<file path="src/rtl/mem_arb_pkg.sv">
// Shared types and helpers for the instruction/data SRAM port arbiter.
// Holds the FSM state, response owner and response record types plus the range check.
package mem_arb_pkg;

   typedef enum logic {
      ST_DPRI   = 1'b0,
      ST_IFORCE = 1'b1
   } arb_state_e;

   typedef enum logic {
      OWN_INSTR = 1'b0,
      OWN_DATA  = 1'b1
   } owner_e;

   typedef struct packed {
      logic   valid;
      owner_e owner;
      logic   err;
      logic   is_read;
   } rsp_info_t;

   localparam rsp_info_t RSP_IDLE = '{valid: 1'b0, owner: OWN_INSTR, err: 1'b0, is_read: 1'b0};

   // Widened to 64 bits so base + size cannot wrap for any 32-bit map.
   function automatic logic in_range(input logic [63:0] addr,
                                     input logic [63:0] base,
                                     input logic [63:0] size);
      return (addr >= base) && ((addr - base) < size);
   endfunction

endpackage

</file>
<file path="src/rtl/mem_arb_starve_cnt.sv">
// Saturating count of consecutive denied fetch cycles; flags the cycle it reaches LIMIT.
// limit_hit is taken from the next count so the override can take effect on the following cycle.
module mem_arb_starve_cnt #(
   parameter int unsigned LIMIT = 4,
   localparam int unsigned CW = $clog2(LIMIT + 1)
) (
   input  logic clk_i,
   input  logic rst_ni,
   input  logic instr_req,
   input  logic instr_gnt,
   output logic limit_hit
);

   logic [CW-1:0] cnt_r;
   logic [CW-1:0] cnt_next_s;

   // Next count: grow while fetch waits, clear on grant or idle, hold at LIMIT.
   always_comb begin
      cnt_next_s = '0;
      if (instr_req && !instr_gnt) begin
         if (cnt_r == CW'(LIMIT)) begin
            cnt_next_s = cnt_r;
         end else begin
            cnt_next_s = cnt_r + CW'(1);
         end
      end else begin
         cnt_next_s = '0;
      end
   end

   assign limit_hit = (cnt_next_s == CW'(LIMIT));

   // Counter register.
   always_ff @(posedge clk_i or negedge rst_ni) begin
      if (!rst_ni) begin
         cnt_r <= '0;
      end else begin
         cnt_r <= cnt_next_s;
      end
   end

endmodule

</file>
<file path="src/rtl/mem_port_arbiter.sv">
// Shares one byte-enabled single-port SRAM between fetch and LSU ports with data priority
// and a starvation override for fetch. Optional perf counters: define ARB_PERF_CNT_EN.
module mem_port_arbiter
   import mem_arb_pkg::*;
#(
   parameter int unsigned             ADDR_WIDTH   = 32,
   parameter int unsigned             DATA_WIDTH   = 32,
   parameter int unsigned             MEM_BYTES    = 16384,
   parameter logic [ADDR_WIDTH-1:0]   BASE_ADDR    = '0,
   parameter int unsigned             STARVE_LIMIT = 4,
   localparam int unsigned            BE_W         = DATA_WIDTH / 8,
   localparam int unsigned            MA_W         = $clog2(MEM_BYTES / 4)
) (
   input  logic                  clk_i,
   input  logic                  rst_ni,
   input  logic                  instr_req_i,
   input  logic [ADDR_WIDTH-1:0] instr_addr_i,
   output logic                  instr_gnt_o,
   output logic                  instr_rvalid_o,
   output logic [DATA_WIDTH-1:0] instr_rdata_o,
   output logic                  instr_err_o,
   input  logic                  data_req_i,
   input  logic [ADDR_WIDTH-1:0] data_addr_i,
   input  logic                  data_we_i,
   input  logic [BE_W-1:0]       data_be_i,
   input  logic [DATA_WIDTH-1:0] data_wdata_i,
   output logic                  data_gnt_o,
   output logic                  data_rvalid_o,
   output logic [DATA_WIDTH-1:0] data_rdata_o,
   output logic                  data_err_o,
   output logic                  mem_en_o,
   output logic                  mem_we_o,
   output logic [BE_W-1:0]       mem_be_o,
   output logic [MA_W-1:0]       mem_addr_o,
   output logic [DATA_WIDTH-1:0] mem_wdata_o,
   input  logic [DATA_WIDTH-1:0] mem_rdata_i,
   output logic [31:0]           perf_conflict_o,
   output logic [31:0]           perf_override_o
);

   arb_state_e            state_r;
   arb_state_e            state_next_s;
   logic                  instr_win_s;
   logic                  data_win_s;
   logic                  starve_hit_s;
   logic [ADDR_WIDTH-1:0] sel_addr_s;
   logic [ADDR_WIDTH-1:0] offset_s;
   logic [MA_W-1:0]       word_addr_s;
   logic                  sel_in_range_s;
   rsp_info_t             rsp_r;
   rsp_info_t             rsp_next_s;

   mem_arb_starve_cnt #(
      .LIMIT (STARVE_LIMIT)
   ) u_starve (
      .clk_i     (clk_i),
      .rst_ni    (rst_ni),
      .instr_req (instr_req_i),
      .instr_gnt (instr_win_s),
      .limit_hit (starve_hit_s)
   );

   // Grant selection and next state; grants are suppressed while reset is held.
   always_comb begin
      instr_win_s  = 1'b0;
      data_win_s   = 1'b0;
      state_next_s = state_r;
      if (!rst_ni) begin
         state_next_s = ST_DPRI;
      end else begin
         case (state_r)
            ST_DPRI: begin
               if (data_req_i) begin
                  data_win_s = 1'b1;
               end else if (instr_req_i) begin
                  instr_win_s = 1'b1;
               end else begin
                  instr_win_s = 1'b0;
               end
               if (starve_hit_s) begin
                  state_next_s = ST_IFORCE;
               end else begin
                  state_next_s = ST_DPRI;
               end
            end
            ST_IFORCE: begin
               // Either the forced grant happens now or fetch gave up; both end the override.
               if (instr_req_i) begin
                  instr_win_s = 1'b1;
               end else if (data_req_i) begin
                  data_win_s = 1'b1;
               end else begin
                  data_win_s = 1'b0;
               end
               state_next_s = ST_DPRI;
            end
            default: begin
               state_next_s = ST_DPRI;
            end
         endcase
      end
   end

   // FSM state register.
   always_ff @(posedge clk_i or negedge rst_ni) begin
      if (!rst_ni) begin
         state_r <= ST_DPRI;
      end else begin
         state_r <= state_next_s;
      end
   end

   assign instr_gnt_o    = instr_win_s;
   assign data_gnt_o     = data_win_s;
   assign sel_addr_s     = instr_win_s ? instr_addr_i : data_addr_i;
   assign sel_in_range_s = in_range(64'(sel_addr_s), 64'(BASE_ADDR), 64'(MEM_BYTES));
   assign offset_s       = sel_addr_s - BASE_ADDR;
   assign word_addr_s    = MA_W'(offset_s >> 2);

   // SRAM command from the winning port; out-of-range grants never touch the array.
   always_comb begin
      mem_en_o    = 1'b0;
      mem_we_o    = 1'b0;
      mem_be_o    = '0;
      mem_addr_o  = '0;
      mem_wdata_o = '0;
      if (instr_win_s) begin
         mem_en_o   = sel_in_range_s;
         mem_be_o   = '1;
         mem_addr_o = word_addr_s;
      end else if (data_win_s) begin
         mem_en_o    = sel_in_range_s;
         mem_we_o    = data_we_i && sel_in_range_s;
         mem_be_o    = data_be_i;
         mem_addr_o  = word_addr_s;
         mem_wdata_o = data_wdata_i;
      end else begin
         mem_en_o = 1'b0;
      end
   end

   // Response record for next cycle: reads and errored accesses answer, good writes stay silent.
   always_comb begin
      rsp_next_s = RSP_IDLE;
      if (instr_win_s) begin
         rsp_next_s = '{valid: 1'b1, owner: OWN_INSTR, err: !sel_in_range_s, is_read: 1'b1};
      end else if (data_win_s) begin
         rsp_next_s = '{valid:   !sel_in_range_s || !data_we_i,
                        owner:   OWN_DATA,
                        err:     !sel_in_range_s,
                        is_read: !data_we_i};
      end else begin
         rsp_next_s = RSP_IDLE;
      end
   end

   // Response record register; reset drops any response still in flight.
   always_ff @(posedge clk_i or negedge rst_ni) begin
      if (!rst_ni) begin
         rsp_r <= RSP_IDLE;
      end else begin
         rsp_r <= rsp_next_s;
      end
   end

   assign instr_rvalid_o = rsp_r.valid && (rsp_r.owner == OWN_INSTR);
   assign data_rvalid_o  = rsp_r.valid && (rsp_r.owner == OWN_DATA);
   assign instr_err_o    = instr_rvalid_o && rsp_r.err;
   assign data_err_o     = data_rvalid_o && rsp_r.err;
   assign instr_rdata_o  = (instr_rvalid_o && rsp_r.is_read && !rsp_r.err) ? mem_rdata_i : '0;
   assign data_rdata_o   = (data_rvalid_o && rsp_r.is_read && !rsp_r.err) ? mem_rdata_i : '0;

`ifdef ARB_PERF_CNT_EN
   logic [31:0] conflict_r;
   logic [31:0] override_r;

   // Saturating event counters for contention and forced fetch grants.
   always_ff @(posedge clk_i or negedge rst_ni) begin
      if (!rst_ni) begin
         conflict_r <= 32'h0;
         override_r <= 32'h0;
      end else begin
         if (instr_req_i && data_req_i && (conflict_r != 32'hFFFF_FFFF)) begin
            conflict_r <= conflict_r + 32'd1;
         end else begin
            conflict_r <= conflict_r;
         end
         if (instr_win_s && (state_r == ST_IFORCE) && (override_r != 32'hFFFF_FFFF)) begin
            override_r <= override_r + 32'd1;
         end else begin
            override_r <= override_r;
         end
      end
   end

   assign perf_conflict_o = conflict_r;
   assign perf_override_o = override_r;
`else
   assign perf_conflict_o = 32'h0;
   assign perf_override_o = 32'h0;
`endif

endmodule

</file>
<file path="config.mk">
export PLATFORM = sky130hd
export DESIGN_NAME = mem_port_arbiter
export DESIGN_NICKNAME = d
export VERILOG_FILES = /design/src/rtl/mem_arb_pkg.sv /design/src/rtl/mem_arb_starve_cnt.sv /design/src/rtl/mem_port_arbiter.sv
export SDC_FILE = /design/constraint.sdc
export NUM_CORES = 1
export LEC_CHECK = 0
export CAP_MARGIN = 10
export CORE_AREA = 2 2 126 128
export DETAILED_ROUTE_END_ITERATION = 6
export DIE_AREA = 0 0 128 130
export GPL_ROUTABILITY_DRIVEN = 0
export PLACE_DENSITY = 0.59
export SLEW_MARGIN = 20
export SYNTH_ARGS = -nofsm -noshare
export SYNTH_HDL_FRONTEND = slang
export SYNTH_HIERARCHICAL = 1
export SYNTH_SLANG_ARGS = --single-unit
</file>
<file path="constraint.sdc">
create_clock -name clk_i -period 2.3 [get_ports clk_i]
set_input_delay 0.345 -clock clk_i [delete_from_list [all_inputs] [get_ports clk_i]]
set_output_delay 0.345 -clock clk_i [all_outputs]
set_load 0.005 [all_outputs]
</file>
==> results.toml, run 1 <==
[power]
p_sw_mw = 0.252
p_leak_nw = 2.30
clockPowerShare_pct = 29.7
p_per_area_nw_per_um2 = 207
swShare_pct = 25.7
power.internal_mw = 0.727
sequentialPowerShare_pct = 16.1
ir_worst_vdd_mv = 0.159
p_comb_share_pct = 54.1

[place]
post-place-ws_ns = -0.530
port_buffers = 252
dpl.hpwl_mm = 8.62

[timing]
min_period_ns = 2.22
fin_crit_sh_pct = 96.6
fmax_ghz = 0.450
tns_ns = 0
hold_slack_ns = 0.299
setup_viol = 0
hold_viol = 0
slew_headroom_pct = 59.0
worst_pin_slew_ns = 0.611
skew_ns = 0.00188
drv_slew = 0
rsz0062_at_grt = "no"
finalWorstSetupSlack_ns = 0.0782

[worst_setup_path]
setup.worst_path.start_class = "primary input"
cp_slowest_cell = "or4_4"
endpoint_kind = "primary output"
path_class = "primary input to primary output"
cp_max_fo = 2
crit_path_frequent_cell = "or4_4"
path_cells = "dlygate4sd2_1 > or4_4 > or4_4 > a21oi_2 > buf_2"
max_stage_delay_ns = 0.53
required_ns = 1.96
crit_family = "simple AND/OR/NAND/NOR gates"
cp_num_buf_inv = 2
cp.arrival_ns = 1.88

[clocking]
clk_latency_ns = 0.23
cts.sink_count = 8
cts-root-buf = "clkbuf_16"
clk_pin_slew_ns = 0.04
cts.hold.buffers_added = 0
cts_tree = "built"
h-tree-depth = 1
cts_buffer_depth = 2
tritoncts.num_buffers = 3

[global_route]
overflow = 0
grt_max_degree = 33
grtUsageTotal_pct = 10.7
grt_pass1_wl_mm = 13.7
grt_antenna_before_repair = 0
grt_pass1_vias = 2477

[routing]
ant_nets = 0
avgRoutedWirePerCell_um = 13.8
via_count = 2570
drc = 0
routed_wl_mm = 9.85
vias_per_cell = 3.59
firstDrtPassIters = 4
drt_iter0_drc = 19

[outcome]
status = "complete, no violations"

[synthesis]
synth_cell_types = 30
synth_top_area_share_pct = 33.9
seq_area_frac_synth_pct = 11.1
yosys-top-cells-area = "and2_1, buf_4, dfrtp_1, a22o_1, nor2_1"
synth_seq_cells = 8
ys_warn_count = 6
synth_cells = 255
synth_top_area_cell = "and2_1"
syn-cell-area_sq_um = 1810
syn_avg_cell_area_sq_um = 7.09

[floorplanning]
initial_utilization_pct = 11.7
dieArea_sq_um = 16600
die_h_um = 130
design.core.area_sq_um = 15400
die_w_um = 128
rows = 46
ios = 321

[cells_and_area]
antenna_cells = 0
finish.utilization_pct = 30.7
drive_above_1_share_pct = 9.16
fin_nets = 665
area_growth_pct = 162

[run]
maxCapViolations = 0

[min_path]
hold_class = "primary input to asynchronous set/reset pin"
## cells in the mapped netlist, drive strengths merged
master / count
o21ai: 1
nand3: 1
nand2: 5
inv: 5
clkbuf: 10
ha: 2
or4: 5
and2: 98
and3: 2
and3b: 3
dfrtp: 8
a21oi: 6
nor2: 12
a31oi: 1
o311a: 1
nor4: 5
a22o: 12
nor3b: 3
nand2b: 1
nor2b: 2
conb: 1
buf: 66
nor3: 2
a21o: 2
nand4: 1
## cell type report
cell class                      count  area (sq um)
Inverter                            5          18.8
Clock buffer                        3          75.1
Fill cell                        1707         10700
Sequential cell                     8           200
Multi-Input combinational cell    229          1360
Tap cell                          192           240
Timing Repair Buffer              279          2840
## tightest hold or removal path: cells and delay by family
kind                   cells  cell delay, ns
buffers and inverters      3            0.52
## routing by layer
metal / up-vias / GRT usage (%) / share of wire, %
li1: 1239 / - / -
met1: 1160 / 11.0 / 35
met2: 165 / 21.8 / 55
met3: 6 / 2.50 / 8.9
met4: 0 / 2.20 / 0.97
met5: - / 0 / 0
## placed cells by master (no fill, tap or decap), types with 5 or more instances in the layout
| cell type | n |
|---|---|
| and2_1 | 97 |
| dlymetal6s2s_1 | 25 |
| buf_4 | 18 |
| clkdlybuf4s50_1 | 203 |
| a22o_1 | 12 |
| or4_4 | 5 |
| conb_1 | 64 |
| nor2_1 | 11 |
| dlygate4sd2_1 | 21 |
| nand2_1 | 5 |
| dfrtp_1 | 8 |
## what timing repair did
action / 4_1_cts / 5_1_grt
pin swaps: 8 / 12
cloned: 2 / 0
gates resized for setup: 42 / 34
setup buffers: 6 / 3
endpoints found under the hold margin: 0 / 0
setup endpoints to repair: 52 / 23
## path summary, 6_finish.rpt
path | start | endpoint | slack, ns | depth (start not counted)
setup / recovery | data_addr_i[16] | mem_we_o | 0.08 | 5
hold / removal | rst_ni | u_starve/cnt_r[2] | 0.30 | 3
setup reg to reg | state_r | rsp_r[3] | 0.60 | 8
hold reg to reg | state_r | state_r | 0.58 | 2
max in group asynchronous | rst_ni | rsp_r[0] | 1.86 | 3
min in group clk_i | state_r | state_r | 0.58 | 2
## cells by family after synthesis
group	count (synthesis)	share of synthesized area, %
simple gates	140	47.3
buf+inv	81	30.2
compound gates	23	9.76
flops	8	11.1
fa+ha+maj	2	1.38
other cells	1	0.207
## flip-flops by register name, indices dropped and copies added, names as in the netlist
name,flops
state_r,1
rsp_r,4
u_starve/cnt_r,3
## power groups by stage
stage | registers, mW | clock network [mW] | logic (mW)
global route | 0.159 | 0.303 | 0.574
CTS | 0.158 | 0.297 | 0.545
finish | 0.158 | 0.291 | 0.530
global placement | 0.159 | 0 | 0.518
detailed placement | 0.160 | 0 | 0.525
floorplan | 0.158 | 0 | 0.205
## through the flow
step                      total power [mW]  cell area (sq um)  std cells
after floorplan                      0.363               2040        318
after global placement               0.677               4450        703
after detailed placement             0.684               4450        703
after CTS                             1.00               4650        714
after global routing                  1.04               4730        716
final                                0.979               4730        716
No activity file was read; power rests on OpenSTA's default activity.
==> run 2: changes to the inputs <==
--- a/config.mk
+++ b/config.mk
@@ -6,11 +6,13 @@
 export NUM_CORES = 1
 export LEC_CHECK = 0
 export CAP_MARGIN = 10
-export CORE_AREA = 2 2 126 128
+export CELL_PAD_IN_SITES_DETAIL_PLACEMENT = 1
+export CELL_PAD_IN_SITES_GLOBAL_PLACEMENT = 1
+export CORE_AREA = 2 2 125 127
 export DETAILED_ROUTE_END_ITERATION = 6
-export DIE_AREA = 0 0 128 130
+export DIE_AREA = 0 0 127 129
 export GPL_ROUTABILITY_DRIVEN = 0
-export PLACE_DENSITY = 0.59
+export PLACE_DENSITY = 0.92
 export SLEW_MARGIN = 20
 export SYNTH_ARGS = -nofsm -noshare
 export SYNTH_HDL_FRONTEND = slang
==> results.toml, run 2 (same netlist as run 1, synthesis figures left out) <==
[outcome]
status = "complete, no violations"

[cells_and_area]
largest_registers = "rsp_r (4), u_starve/cnt_r (3), state_r (1)"
instances_no_fill = 711
fin_nets = 663
mostFrequentLayoutCells = "clkdlybuf4s50_1, and2_1, conb_1"
layout_commonest_cell = "clkdlybuf4s50_1"
largest_register_ff_count = 4
drive_above_1_share_pct = 9.58
final_cell_area_sq_um = 4730
top_register = "rsp_r"
area_growth_pct = 162

[worst_setup_path]
max_stage_delay_ns = 0.52
crit_start = "rst_ni"
setup.worst_path.start_class = "primary input"
crit_family = "buffers and inverters"
required_ns = 1.96
endpoint_kind = "primary output"
cp_max_fo = 11
cp.arrival_ns = 1.89
path_cells = "dlygate4sd2_1 > buf_6 > nand2_2 > a21oi_4 > buf_4 > buf_16 > and2_1 > clkdlybuf4s50_1"
path_class = "primary input to primary output"
cp_slowest_cell = "clkdlybuf4s50_1"
cp_num_buf_inv = 5
reg2reg_from = "state_r"

[power]
p_leak_nw = 2.26
p_per_area_nw_per_um2 = 212
ir_worst_vdd_mv = 0.165

[place]
dpl.hpwl_mm = 9.45
place_inst = 695
post-place-ws_ns = -0.529
port_buffers = 252
place_area_sq_um = 4420

[routing]
firstDrtPassIters = 4
drt_iter0_drc = 67
routed_wl_mm = 11.2
avgRoutedWirePerCell_um = 15.8
vias_per_cell = 3.60
drc = 0
ant_nets = 0
via_count = 2559

[global_route]
grt_pass1_wl_mm = 15.7
overflow = 0
grtUsageTotal_pct = 12.5
grt_pass1_vias = 2608
grt_max_degree = 33
grt_antenna_before_repair = 1

[timing]
min_period_ns = 2.24
drv_slew = 0
setup_viol = 0
finalWorstSetupSlack_ns = 0.0621
hold_viol = 0
skew_ns = 0.00441
tns_ns = 0
fin_crit_sh_pct = 97.3
fmax_ghz = 0.447

[floorplanning]
design.core.area_sq_um = 15000
rows = 45
die_w_um = 127
die_h_um = 129
dieArea_sq_um = 16400
initial_utilization_pct = 12.1
ios = 321

[clocking]
cts.hold.buffers_added = 0
h-tree-depth = 1
cts_tree = "built"
clk_latency_ns = 0.23
cts-root-buf = "clkbuf_16"
cts_buffer_depth = 2
clk_pin_slew_ns = 0.04
tritoncts.num_buffers = 3
cts.sink_count = 8

[min_path]
hold_class = "primary input to asynchronous set/reset pin"

[run]
maxCapViolations = 0
-- run 2: changes by cell type in the layout (fill, tap and decap cells not counted), moves of 2 or more --
cell             before  now
clkbuf_16             3    5
and3b_2               1    3
buf_16                0    2
dlymetal6s2s_1       25   12
and3b_1               2    0
buf_6                 4    2
buf_4                18   13
clkdlybuf4s50_1     203  185
clkdlybuf4s15_2       0    2
dlygate4sd2_1        21   50
buf_2                 1    3
-- run 2: path summary, 6_finish.rpt --
check / endpoint / slack (ns) / cells past startpoint
max: mem_wdata_o[25] / 0.06 / 8
max in group asynchronous: rsp_r[1] / 1.83 / 3
min in group clk_i: rsp_r[2] / 0.60 / 2
min reg2reg: rsp_r[2] / 0.60 / 2
max reg2reg: state_r / 0.61 / 7
min: u_starve/cnt_r[2] / 0.32 / 3
-- run 2: per-layer routing --
| layer | vias to the layer above | track usage [%] | routed length (um) |
|---|---|---|---|
| met1 | 1152 | 12.9 | 3920 |
| li1 | 1230 | - | - |
| met3 | 8 | 2.91 | 866 |
| met5 | - | 0 | 0 |
| met4 | 0 | 2.91 | 162 |
| met2 | 169 | 25.2 | 6290 |
-- run 2: where the power goes --
group          switching (mW)  internal, mW  leakage [nW]
Clock                  0.0676         0.224        0.0370
Sequential            0.00979         0.151         0.104
Combinational           0.195         0.354          2.12
Total                   0.273         0.729          2.26
-- run 2: what timing repair did --
action	in CTS	in global routing
setup endpoints to repair	52	35
gates cloned	4	2
gates resized for setup	80	22
setup buffers	6	0
hold endpoints to repair	0	0
pin swaps	5	11
-- run 2: layout make-up --
class	count	area (sq um)
timing repair buffer	277	2850
antenna	1	2.50
inverter	5	21.3
clock buffer	3	75.1
sequential	8	200
multi-input combinational	229	1350
fill	1779	10200
tap	188	235
-- run 2: per-stage QoR --
step	power (mW)	utilization, %	hold slack [ns]
detailed placement	0.694	29.5	0.579
global route	1.06	31.6	0.354
finish	1.00	31.6	0.324
floorplan	0.363	-	0.0494
global placement	0.683	29.5	0.569
CTS	1.00	30.9	0.338
-- run 2: tightest hold or removal path, cell delays in order --
cell and delay [ns]:
dlygate4sd2_1 0.26, buf_6 0.12, buf_4 0.17
==> run 3: changes to the inputs <==
--- a/config.mk
+++ b/config.mk
@@ -12,6 +12,7 @@
 export DETAILED_ROUTE_END_ITERATION = 6
 export DIE_AREA = 0 0 127 129
 export GPL_ROUTABILITY_DRIVEN = 0
+export MAX_ROUTING_LAYER = met4
 export PLACE_DENSITY = 0.92
 export SLEW_MARGIN = 20
 export SYNTH_ARGS = -nofsm -noshare
==> results.toml, run 3 (same netlist as run 1, synthesis figures left out) <==
[min_path]
hold_class = "primary input to asynchronous set/reset pin"

[cells_and_area]
layout_commonest_cell = "clkdlybuf4s50_1"
largest_register_ff_count = 4
top_register = "rsp_r"
fill_cells = 1779
fin_nets = 663
finish.utilization_pct = 31.6
drive_above_1_share_pct = 9.58
mostFrequentLayoutCells = "clkdlybuf4s50_1, and2_1, conb_1"
final_cell_area_sq_um = 4730
largest_registers = "rsp_r (4), u_starve/cnt_r (3), state_r (1)"
area_growth_pct = 162

[worst_setup_path]
crit_family = "buffers and inverters"
cp_slowest_cell = "clkdlybuf4s50_1"
setup.worst_path.start_class = "primary input"
reg2reg_from = "state_r"
cp.arrival_ns = 1.90
path_cells = "dlygate4sd2_1 > buf_6 > nand2_2 > a21oi_4 > buf_4 > buf_16 > and2_1 > clkdlybuf4s50_1"
path_depth = 8
endpoint_kind = "primary output"
path_class = "primary input to primary output"
r2r_cells = 7
cp_max_fo = 11
regToRegSetupSlack_ns = 0.61
setup.worst_path.end = "mem_wdata_o[25]"
max_stage_delay_ns = 0.53
cp_num_buf_inv = 5
rr_endpoint = "state_r"
required_ns = 1.96
crit_start = "rst_ni"

[global_route]
overflow = 0
grt_pass1_vias = 2628
grtUsageTotal_pct = 12.8
grt_pass1_wl_mm = 15.7
grt_max_degree = 33
grt_antenna_before_repair = 1

[floorplanning]
die_w_um = 127
initial_utilization_pct = 12.1
ios = 321
die_h_um = 129
dieArea_sq_um = 16400
design.core.area_sq_um = 15000
rows = 45

[routing]
routed_wl_mm = 11.2
via_count = 2569
firstDrtPassIters = 4
vias_per_cell = 3.61
ant_nets = 0
avgRoutedWirePerCell_um = 15.8
drt_iter0_drc = 77
drc = 0

[place]
place_area_sq_um = 4420
post-place-ws_ns = -0.529
port_buffers = 252
dpl.hpwl_mm = 9.45

[timing]
setup_viol = 0
fmax_ghz = 0.446
min_period_ns = 2.24
drv_slew = 0
hold_slack_ns = 0.325
hold_viol = 0
skew_ns = 0.00440
finalWorstSetupSlack_ns = 0.0568
fin_crit_sh_pct = 97.5

[clocking]
cts_buffer_depth = 2
cts.sink_count = 8
tritoncts.num_buffers = 3
cts.hold.buffers_added = 0
h-tree-depth = 1
clk_latency_ns = 0.23
cts_tree = "built"
clk_pin_slew_ns = 0.04
cts-root-buf = "clkbuf_16"

[run]
maxCapViolations = 0

[power]
p_per_area_nw_per_um2 = 212
p_leak_nw = 2.26
total_power_mw = 1.00
ir_worst_vdd_mv = 0.165

[outcome]
status = "complete, no violations"
==> run 3: metal layers <==
metal	track usage (%)	wire [um]	share of wire [%]	vias to the layer above
met5	-	0	0	-
met4	2.91	162	1.4	0
met3	2.20	746	6.6	8
met2	25.2	6310	56	169
met1	13.3	4020	36	1162
li1	-	-	-	1230
==> run 3: what timing repair did <==
item | in CTS | in global routing
gates cloned | 4 | 2
setup buffers | 6 | 0
setup endpoints to repair | 52 | 35
resized for setup | 80 | 22
pin swaps | 5 | 11
==> run 3: cell type report <==
class	instances	area (sq um)	area share (%)
clock buffer	3	75.1	1.59
sequential	8	200	4.23
multi-input combinational	229	1350	28.6
tap	188	235	4.97
timing repair buffer	277	2850	60.1
inverter	5	21.3	0.449
antenna	1	2.50	0.0529
==> run 3: worst reg2reg max path, stage by stage, from the launching register on <==
cell	delay, ns
dfrtp_1	0.38
inv_1	0.08
a21o_1	0.21
inv_4	0.08
bufbuf_16	0.27
nor3b_1	0.24
o311a_1	0.21
and3_1	0.16
==> run 3: report_power, final <==
group	internal (mW)	switching [mW]	leakage (nW)
logic	0.354	0.196	2.12
clock network	0.224	0.0676	0.0370
registers	0.151	0.00978	0.104
total	0.729	0.273	2.26
==> run 3: stage by stage <==
step                TNS (ns)  cells
floorplan                  0    318
global placement      -14.75    695
detailed placement    -16.29    695
CTS                  -0.0787    708
global route        -0.00847    711
finish                     0    711
==> run 3: how the worst min path moves through the flow <==
| stage | from | endpoint | slack [ns] | cells after the start |
|---|---|---|---|---|
| 2_1_floorplan | rst_ni | rsp_r[0] | 0.05 | 0 |
| 3_3_place_gp | state_r | state_r | 0.57 | 2 |
| 3_5_place_dp | state_r | rsp_r[2] | 0.58 | 2 |
| 4_1_cts | rst_ni | u_starve/cnt_r[2] | 0.34 | 3 |
| 5_1_grt | rst_ni | u_starve/cnt_r[2] | 0.35 | 3 |
| 6_report | rst_ni | u_starve/cnt_r[2] | 0.33 | 3 |
